## src/rtl/btn_event_detector.sv

```systemverilog
// btn_event_detector: multi-channel button front end.
// Each channel synchronises its raw pad input, debounces it, and runs an
// IDLE/PRESS/HOLD state machine. The machine emits one-cycle pulses for
// press, hold, auto-repeat and release. Channels share nothing but the
// clock and reset.
module btn_event_detector #(
  parameter int NUM_CH        = 4,
  parameter int DEB_CYCLES    = 16,
  parameter int HOLD_CYCLES   = 1000,
  parameter int REPEAT_CYCLES = 200,
  parameter int ACTIVE_LOW    = 0
) (
  input  logic                i_clk,
  input  logic                i_rst_n,
  input  logic [NUM_CH-1:0]   i_btn,
  input  logic [NUM_CH-1:0]   i_repeat_en,
  output logic [NUM_CH-1:0]   o_press,
  output logic [NUM_CH-1:0]   o_hold,
  output logic [NUM_CH-1:0]   o_repeat,
  output logic [NUM_CH-1:0]   o_release,
  output logic [2*NUM_CH-1:0] o_state
);

  // Same encoding as the protocol-wide state_e (IDLE=00, PRESS=01, HOLD=10).
  // The value 11 is unused and recovers to IDLE.
  typedef enum logic [1:0] {
    IDLE  = 2'b00,
    PRESS = 2'b01,
    HOLD  = 2'b10
  } state_e;

  localparam int DW = $clog2(DEB_CYCLES + 1);
  localparam int HW = $clog2(HOLD_CYCLES + 1);
  localparam int RW = $clog2(REPEAT_CYCLES + 1);

  localparam logic [DW-1:0] DEB_LAST  = DW'(DEB_CYCLES - 1);
  localparam logic [HW-1:0] HOLD_LAST = HW'(HOLD_CYCLES - 1);
  localparam logic [RW-1:0] REP_LAST  = RW'(REPEAT_CYCLES - 1);

  for (genvar n = 0; n < NUM_CH; n++) begin : g_ch
    logic          sync1;
    logic          sync2;
    logic          lvl;
    logic          deb;
    logic [DW-1:0] dcnt;
    logic [HW-1:0] hcnt;
    logic [HW-1:0] hcnt_nxt;
    logic [RW-1:0] rcnt;
    logic [RW-1:0] rcnt_nxt;
    state_e        state;
    state_e        state_nxt;
    logic          press_q;
    logic          hold_q;
    logic          rep_q;
    logic          rel_q;
    logic          press_nxt;
    logic          hold_nxt;
    logic          rep_nxt;
    logic          rel_nxt;

    // Two-flop synchroniser that brings the asynchronous pad into the clock domain.
    always_ff @(posedge i_clk or negedge i_rst_n) begin
      if (!i_rst_n) begin
        sync1 <= 1'b0;
        sync2 <= 1'b0;
      end else begin
        sync1 <= i_btn[n];
        sync2 <= sync1;
      end
    end

    // Normalise polarity so that 1 always means pressed from here on.
    assign lvl = (ACTIVE_LOW != 0) ? ~sync2 : sync2;

    // Debouncer: accept a new level only after DEB_CYCLES consecutive differing samples.
    always_ff @(posedge i_clk or negedge i_rst_n) begin
      if (!i_rst_n) begin
        deb  <= 1'b0;
        dcnt <= '0;
      end else if (lvl != deb) begin
        if (dcnt == DEB_LAST) begin
          deb  <= lvl;
          dcnt <= '0;
        end else begin
          dcnt <= dcnt + 1'b1;
        end
      end else begin
        dcnt <= '0;
      end
    end

    // State, counters and pulse registers. A pulse lines up with the first
    // cycle of the new state.
    always_ff @(posedge i_clk or negedge i_rst_n) begin
      if (!i_rst_n) begin
        state   <= IDLE;
        hcnt    <= '0;
        rcnt    <= '0;
        press_q <= 1'b0;
        hold_q  <= 1'b0;
        rep_q   <= 1'b0;
        rel_q   <= 1'b0;
      end else begin
        state   <= state_nxt;
        hcnt    <= hcnt_nxt;
        rcnt    <= rcnt_nxt;
        press_q <= press_nxt;
        hold_q  <= hold_nxt;
        rep_q   <= rep_nxt;
        rel_q   <= rel_nxt;
      end
    end

    // Next-state logic. A release takes priority over a hold threshold or a
    // repeat tick in the same cycle.
    always_comb begin
      state_nxt = state;
      hcnt_nxt  = hcnt;
      rcnt_nxt  = rcnt;
      press_nxt = 1'b0;
      hold_nxt  = 1'b0;
      rep_nxt   = 1'b0;
      rel_nxt   = 1'b0;
      case (state)
        IDLE: begin
          if (deb) begin
            state_nxt = PRESS;
            press_nxt = 1'b1;
            hcnt_nxt  = '0;
          end
        end
        PRESS: begin
          if (!deb) begin
            state_nxt = IDLE;
            rel_nxt   = 1'b1;
          end else if (hcnt == HOLD_LAST) begin
            state_nxt = HOLD;
            hold_nxt  = 1'b1;
            rcnt_nxt  = '0;
          end else begin
            hcnt_nxt = hcnt + 1'b1;
          end
        end
        HOLD: begin
          if (!deb) begin
            state_nxt = IDLE;
            rel_nxt   = 1'b1;
          end else if (rcnt == REP_LAST) begin
            rcnt_nxt = '0;
            rep_nxt  = i_repeat_en[n];
          end else begin
            rcnt_nxt = rcnt + 1'b1;
          end
        end
        default: begin
          state_nxt = IDLE;
        end
      endcase
    end

    assign o_press[n]       = press_q;
    assign o_hold[n]        = hold_q;
    assign o_repeat[n]      = rep_q;
    assign o_release[n]     = rel_q;
    assign o_state[2*n +: 2] = state;
  end

endmodule
```

## config.mk

```make
export PLATFORM = sky130hd
export DESIGN_NAME = btn_event_detector
export DESIGN_NICKNAME = d
export VERILOG_FILES = /design/src/rtl/btn_event_detector.sv
export SDC_FILE = /design/constraint.sdc
export NUM_CORES = 1
export LEC_CHECK = 0
export CORE_ASPECT_RATIO = 2
export CORE_UTILIZATION = 24
export CTS_CLUSTER_DIAMETER = 50
export DETAILED_ROUTE_END_ITERATION = 6
export GPL_ROUTABILITY_DRIVEN = 0
export PLACE_DENSITY = 0.44
export SLEW_MARGIN = 25
export SYNTH_ARGS = -nofsm -noshare
export SYNTH_HDL_FRONTEND = slang
export SYNTH_SLANG_ARGS = --single-unit
export TNS_END_PERCENT = 50
```

## constraint.sdc

```tcl
create_clock -name i_clk -period 1.9 [get_ports i_clk]
set_input_delay 0.38 -clock i_clk [delete_from_list [all_inputs] [get_ports i_clk]]
set_output_delay 0.38 -clock i_clk [all_outputs]
set_load 0.1 [all_outputs]
```

==> results.py, run 1 <==
metrics = {
    "place": {
        "dp_hpwl_mm": 11.8,
        "io_buffers": 33,
        "dpl.cell_count": 1056,
    },
    "pwr": {
        "clock_power_share_pct": 40.6,
        "total_power_uw": 7900,
        "power.share.switching_pct": 30.6,
        "internal-power_uw": 5480,
        "netSwitchingPower_uw": 2420,
        "power.leakage_uw": 0.00373,
        "peakVddDrop_uv": 703,
        "pwr-share-seq_pct": 37.8,
        "power_density_nw_per_um2": 930,
        "power_frac_comb_pct": 21.6,
    },
    "layout": {
        "syn2layout_area_growth_pct": 27.2,
        "final_util_pct": 31.0,
        "drive_gt1_share_pct": 23.2,
        "n_antenna_cell": 0,
        "final_nets": 767,
        "instances_no_fill": 1094,
    },
    "sta": {
        "hold_violations": 0,
        "finalClockSkew_ps": 7.75,
        "relSlewSlack_pct": 65.6,
        "period_needed_ps": 1830,
        "timing.final.crit_share_pct": 96.4,
        "max_slew.worst_pin.slew_ps": 512,
        "setup_viol_count_final": 0,
        "slew_viol_final": 0,
        "fmax_ghz": 0.546,
        "rsz0062_at_grt": "yes",
        "holdWs_ps": 346,
    },
    "route": {
        "via_count": 5105,
        "routed_via_density": 4.67,
        "dr.pass1.iters": 4,
        "wl_mm": 16.1,
        "wl_per_cell_um": 14.7,
        "route.detailed.drc": 0,
        "drt_iter0_markers": 207,
        "drtAntennaViolNets": 0,
    },
    "clock_network": {
        "tritoncts": "yes",
        "cts.htree.levels": 4,
        "cts_buffers": 17,
        "root_buffer": "clkbuf_16",
        "cts_buffer_depth": 2,
        "clock-sinks": 128,
        "worstSkewPairLatency_ps": 420,
        "clkTransAtPathRegs_ps": 60,
    },
    "setup_path": {
        "worstPathCellList": "ha_1 > nand3b_1 > nor4_4 > mux2_2 > a22o_1",
        "slowest_delay_ps": 430,
        "slowest_stage": "nor4_4",
        "r2r_setup_slack_ps": 70,
        "cp-end-kind": "flip-flop",
        "path_max_fanout": 5,
        "cp.arrival_ps": 2140,
        "r2r_cells": 5,
        "crit_required_ps": 2210,
        "critPathKind": "reg -> reg",
        "cp_top_family": "simple AND/OR/NAND/NOR gates",
        "reg2reg_to": "g_ch[1].hcnt[0]$_DFFE_PN0P_",
        "crit_start": "g_ch[1].hcnt[0]$_DFFE_PN0P_",
        "crit_path_start_kind": "flip-flop",
        "r2r-start": "g_ch[1].hcnt[0]$_DFFE_PN0P_",
        "cp_num_buf_inv": 0,
    },
    "floorplan": {
        "rows": 86,
        "die_area_sq_um": 28600,
        "die_h_um": 238,
        "start_util_pct": 24.4,
        "core_area_sq_um": 27400,
        "num_io_pins": 34,
        "chipWidth_um": 120,
    },
    "yosys": {
        "ys.flop_type": "dfrtp_1",
        "avgSynthCellArea_sq_um": 10.3,
        "synth-seq-cells": 128,
        "synthesis.nets": 687,
        "synthesis.area_sq_um": 6680,
        "async_reset_ff_share_pct": 100,
        "synth_edf_count": 0,
        "synth.distinct_cells": 60,
        "synth_cells": 649,
        "yosys_warnings": 0,
        "synth_seq_area_share_pct": 47.9,
    },
    "global_route": {
        "grt_pass1_wl_mm": 27.2,
        "grt_pass1_vias": 5416,
        "track_usage_pct": 12.3,
        "grt.overflow.total": 0,
        "antenna_found_initial": 0,
        "grt_start_max_net_pins": 45,
    },
    "outcome": {
        "status": "finished, final reports clean",
    },
    "run": {
        "maxCapViolations": 0,
    },
    "min_path": {
        "hp-class": "in -> async",
    },
}
## state kept, by name, summed over array words and instances, names as in the netlist
register / flops
g_ch.rcnt: 32
g_ch.deb: 4
g_ch.press_q: 4
g_ch.hcnt: 40
g_ch.dcnt: 20
g_ch.sync1: 4
g_ch.hold_q: 4
g_ch.state: 8
g_ch.lvl: 4
g_ch.rep_q: 4
g_ch.rel_q: 4
## cell usage after synthesis (10+ instances only)
library cell / number / area (sq um)
and3_1: 17 / 106
mux2_2: 11 / 124
dfrtp_1: 128 / 3200
nand2b_1: 12 / 75.1
o211ai_1: 10 / 75.1
xor2_1: 25 / 219
ha_1: 28 / 350
nor2b_1: 13 / 81.3
nor2_1: 51 / 191
nand2_1: 40 / 150
o21ai_0: 29 / 145
nor3_1: 11 / 55.1
o2bb2ai_1: 11 / 96.3
mux2i_1: 10 / 100
and2_1: 15 / 93.8
nand3_1: 33 / 165
buf_4: 17 / 128
nand4_1: 26 / 163
clkbuf_1: 15 / 56.3
inv_1: 33 / 124
a22o_1: 13 / 114
## repair_timing
item	CTS	global route
gates resized for setup	0	9
endpoints found under the hold margin	13	0
endpoints found under the setup margin	0	20
buffers inserted	0	5
hold buffers	1	0
## cells by family (layout without fill, tap and decap cells)
group,Yosys count,after routing,synth area share [%]
DFF,128,128,47.9
xor gates and xnor gates,31,31,4.06
and+or+nand+nor,255,255,21.2
buffers and inverters,71,164,5.22
adders and majority gates,28,28,5.24
muxes,21,21,3.35
AOI/OAI and AO/OA,115,115,13.0
## final cells by class
cell class	instances	area, sq um
Tap cell	352	440
Fill cell	2814	18900
Timing Repair Buffer	99	911
Clock inverter	6	82.6
Sequential cell	128	3230
Multi-Input combinational cell	450	3220
Inverter	33	129
Clock buffer	26	489
## worst max path at each step
stage | endpoint | cells past startpoint | slack (ps)
2_1_floorplan | g_ch[2].rcnt[6]$_DFFE_PN0P_ | 7 | -50
4_1_cts | g_ch[3].rcnt[7]$_DFFE_PN0P_ | 5 | 50
6_report | g_ch[1].hcnt[0]$_DFFE_PN0P_ | 5 | 70
3_3_place_gp | g_ch[3].hcnt[3]$_DFFE_PN0P_ | 7 | 40
5_1_grt | g_ch[1].hcnt[0]$_DFFE_PN0P_ | 5 | -20
3_5_place_dp | g_ch[3].rcnt[7]$_DFFE_PN0P_ | 5 | 60
## metal layers
layer | routed length, um | vias to the layer above | share of wire (%) | global-route usage (%)
met1 | 5930 | 2501 | 37 | 11.7
met5 | 0 | - | 0 | 0
li1 | - | 2503 | - | -
met2 | 9240 | 72 | 58 | 23.7
met4 | 484 | 0 | 3.0 | 6.67
met3 | 400 | 29 | 2.5 | 2.94
## layout by cell type, fill, tap and decap left out, types with 4 or more instances in the layout
cell type and count:
xor2_1 25, buf_4 77, nor4_1 7, clkdlybuf4s50_1 8, ha_2 4, nor2_1 51, nand3_1 33, and4_1 7
clkbuf_16 17, nand2b_1 12, buf_12 11, nand4_1 26, and2_1 14, o2bb2ai_1 11, xnor2_1 6, dfrtp_1 120
a22o_1 13, and3_1 17, mux2_2 11, ha_1 22, o221ai_1 4, a21oi_1 7, nor2b_1 13, clkbuf_1 6
a31oi_1 5, a32o_1 6, o211ai_1 10, nand2_1 40, nor3_1 11, o41a_1 4, inv_1 28, mux2i_1 10
o21ai_0 28, dfrtp_4 8
## power groups by stage
stage / Sequential (uW) / Clock [uW] / Combinational (uW)
after global placement: 3040 / 0 / 1730
after global routing: 3010 / 3460 / 1840
after detailed placement: 3040 / 0 / 1730
after floorplan: 3330 / 0 / 912
after CTS: 2990 / 3350 / 1740
final: 2990 / 3210 / 1710
## worst register-to-register path: stages (launching register included)
cell,delay [ps]
dfrtp_1,390
ha_1,200
nand3b_1,150
nor4_4,430
mux2_2,380
a22o_1,170
## stage by stage
| step | setup TNS [ps] | setup slack (ps) | cell area (sq um) |
|---|---|---|---|
| final | 0 | 68.9 | 8500 |
| after CTS | 0 | 53.9 | 8430 |
| after floorplan | -305 | -52.2 | 6800 |
| after detailed placement | 0 | 57.6 | 7850 |
| after global placement | 0 | 39.2 | 7850 |
| after global routing | -33.8 | -17.6 | 8500 |
No activity file was read; power rests on OpenSTA's default activity.
==> run 2, diff against run 1 <==
Settings changed: SKIP_LAST_GASP set to 1.
==> run 2 against run 1 <==
Compared with the run above: non-clock buffer count is the same; clock skew about the same; first-iteration DRC count shrank 1.9%; sequential share of layout area is 0.062 points higher; largest power group unchanged.
==> results.py, run 2 (synthesis gave the netlist of run 1 again) <==
metrics = {
    "outcome": {
        "status": "finished, final reports clean",
    },
    "layout": {
        "final_nets": 767,
        "num-fill-cells": 2815,
        "largest_reg_flops": 40,
        "layout_common_cells": "120 x dfrtp_1, 78 x buf_4, 51 x nor2_1, 40 x nand2_1, 33 x nand3_1",
        "final_util_pct": 30.9,
        "top_register": "g_ch.hcnt",
        "drive_gt1_share_pct": 22.9,
        "n_antenna_cell": 0,
        "multiInputGateArea_sq_um": 3210,
        "regArea_sq_um": 3230,
        "syn2layout_area_growth_pct": 27.0,
        "reg_top3": "g_ch.hcnt x40, g_ch.rcnt x32, g_ch.dcnt x20",
        "final_common_cell": "dfrtp_1",
    },
    "sta": {
        "tns_ps": 0,
        "timing.final.crit_share_pct": 96.4,
        "max_slew.worst_pin.slew_ps": 523,
        "setup_viol_count_final": 0,
        "rsz0062_at_grt": "yes",
        "relSlewSlack_pct": 64.8,
        "hold_violations": 0,
        "period_needed_ps": 1830,
        "slew_viol_final": 0,
        "fmax_ghz": 0.546,
        "finalClockSkew_ps": 7.75,
        "layout_setup_ws_ps": 69.0,
    },
    "global_route": {
        "grt_pass1_vias": 5416,
        "grt.overflow.total": 0,
        "grt_pass1_wl_mm": 27.2,
        "grt_start_max_net_pins": 45,
        "antenna_found_initial": 0,
        "track_usage_pct": 12.3,
    },
    "clock_network": {
        "cts.htree.levels": 4,
        "clkTransAtPathRegs_ps": 60,
        "clock-sinks": 128,
        "tritoncts": "yes",
        "cts_buffer_depth": 2,
        "worstSkewPairLatency_ps": 420,
        "root_buffer": "clkbuf_16",
        "cts_buffers": 17,
    },
    "route": {
        "dr.pass1.iters": 4,
        "drtAntennaViolNets": 0,
        "via_count": 5107,
        "drt_iter0_markers": 203,
        "routed_via_density": 4.67,
        "wl_per_cell_um": 14.7,
        "route.detailed.drc": 0,
        "wl_mm": 16.1,
    },
    "setup_path": {
        "crit_start": "g_ch[1].hcnt[0]$_DFFE_PN0P_",
        "crit_required_ps": 2210,
        "r2r_cells": 5,
        "cp-end-kind": "flip-flop",
        "r2r-start": "g_ch[1].hcnt[0]$_DFFE_PN0P_",
        "cp.arrival_ps": 2140,
        "r2r_setup_slack_ps": 70,
        "path_max_fanout": 5,
        "critPathKind": "reg -> reg",
        "crit_path_start_kind": "flip-flop",
    },
    "run": {
        "maxCapViolations": 0,
    },
    "floorplan": {
        "chipWidth_um": 120,
        "rows": 86,
        "num_io_pins": 34,
        "die_area_sq_um": 28600,
        "core_area_sq_um": 27400,
        "start_util_pct": 24.4,
        "die_h_um": 238,
    },
    "pwr": {
        "power.leakage_uw": 0.00373,
        "total_power_uw": 7900,
        "peakVddDrop_uv": 703,
        "power_density_nw_per_um2": 931,
    },
    "min_path": {
        "hp-class": "in -> async",
    },
    "place": {
        "dp_hpwl_mm": 11.8,
        "io_buffers": 33,
        "place_ws_ps": 57.6,
    },
}
run 2: cell types whose count changed in the layout (fill, tap and decap cells not counted):
cell and delta:
a211oi_1 +2, a211oi_2 -2, buf_4 +1, buf_6 -1
run 2: per-layer routing:
metal	wire length [um]	vias to the layer above	part of all wire, %	GRT usage [%]
met5	0	-	0	0
met4	489	0	3.0	6.67
met3	370	31	2.3	2.94
met2	9240	69	58	23.7
met1	5960	2498	37	11.7
li1	-	2509	-	-
run 2: power by group:
part | leakage (uW) | switching [uW] | internal [uW]
clock | 0.000278 | 1180 | 2030
sequential | 0.00173 | 112 | 2880
combinational | 0.00172 | 1130 | 577
total | 0.00373 | 2420 | 5480
run 2: area by class of cell:
class,count,area share [%]
Clock inverter,6,0.973
Inverter,33,1.52
Timing Repair Buffer,99,10.7
Sequential cell,128,38.1
Multi-Input combinational cell,450,37.8
Tap cell,352,5.19
Clock buffer,26,5.76
run 2: critical path, cell delays in order (launching register included):
cell and delay (ps):
dfrtp_1 390, ha_1 200, nand3b_1 150, nor4_4 430
mux2_2 380, a22o_1 170
run 2: timing repair:
action	CTS	global route
gates resized for setup	0	6
endpoints found under the setup margin	0	20
buffers inserted	0	5
hold buffers	1	0
endpoints found under the hold margin	13	0
run 2: path summary, 6_finish.rpt:
check	end
worst max-delay path	g_ch[1].hcnt[0]$_DFFE_PN0P_
worst min-delay path	g_ch[2].dcnt[4]$_DFF_PN0_
worst max register to register	g_ch[1].hcnt[0]$_DFFE_PN0P_
worst min register to register	g_ch[0].lvl$_DFF_PN0_
max in group asynchronous	g_ch[3].state[1]$_DFFE_PN0P_
min in group i_clk	g_ch[0].lvl$_DFF_PN0_
run 2: through the flow:
| stage | hold slack, ps | area [sq um] | std cells |
|---|---|---|---|
| 2_1_floorplan | 84.4 | 6800 | 649 |
| 3_3_place_gp | 234 | 7850 | 1056 |
| 6_report | 346 | 8490 | 1094 |
| 3_5_place_dp | 234 | 7850 | 1056 |
| 4_1_cts | 323 | 8430 | 1089 |
| 5_1_grt | 337 | 8490 | 1094 |
==> run 3, diff against run 2 <==
Settings changed: CTS_CLUSTER_SIZE set to 12.
==> results of run 3 <==
Same layout as run 2: the final DEF is identical, and so are final timing and power.
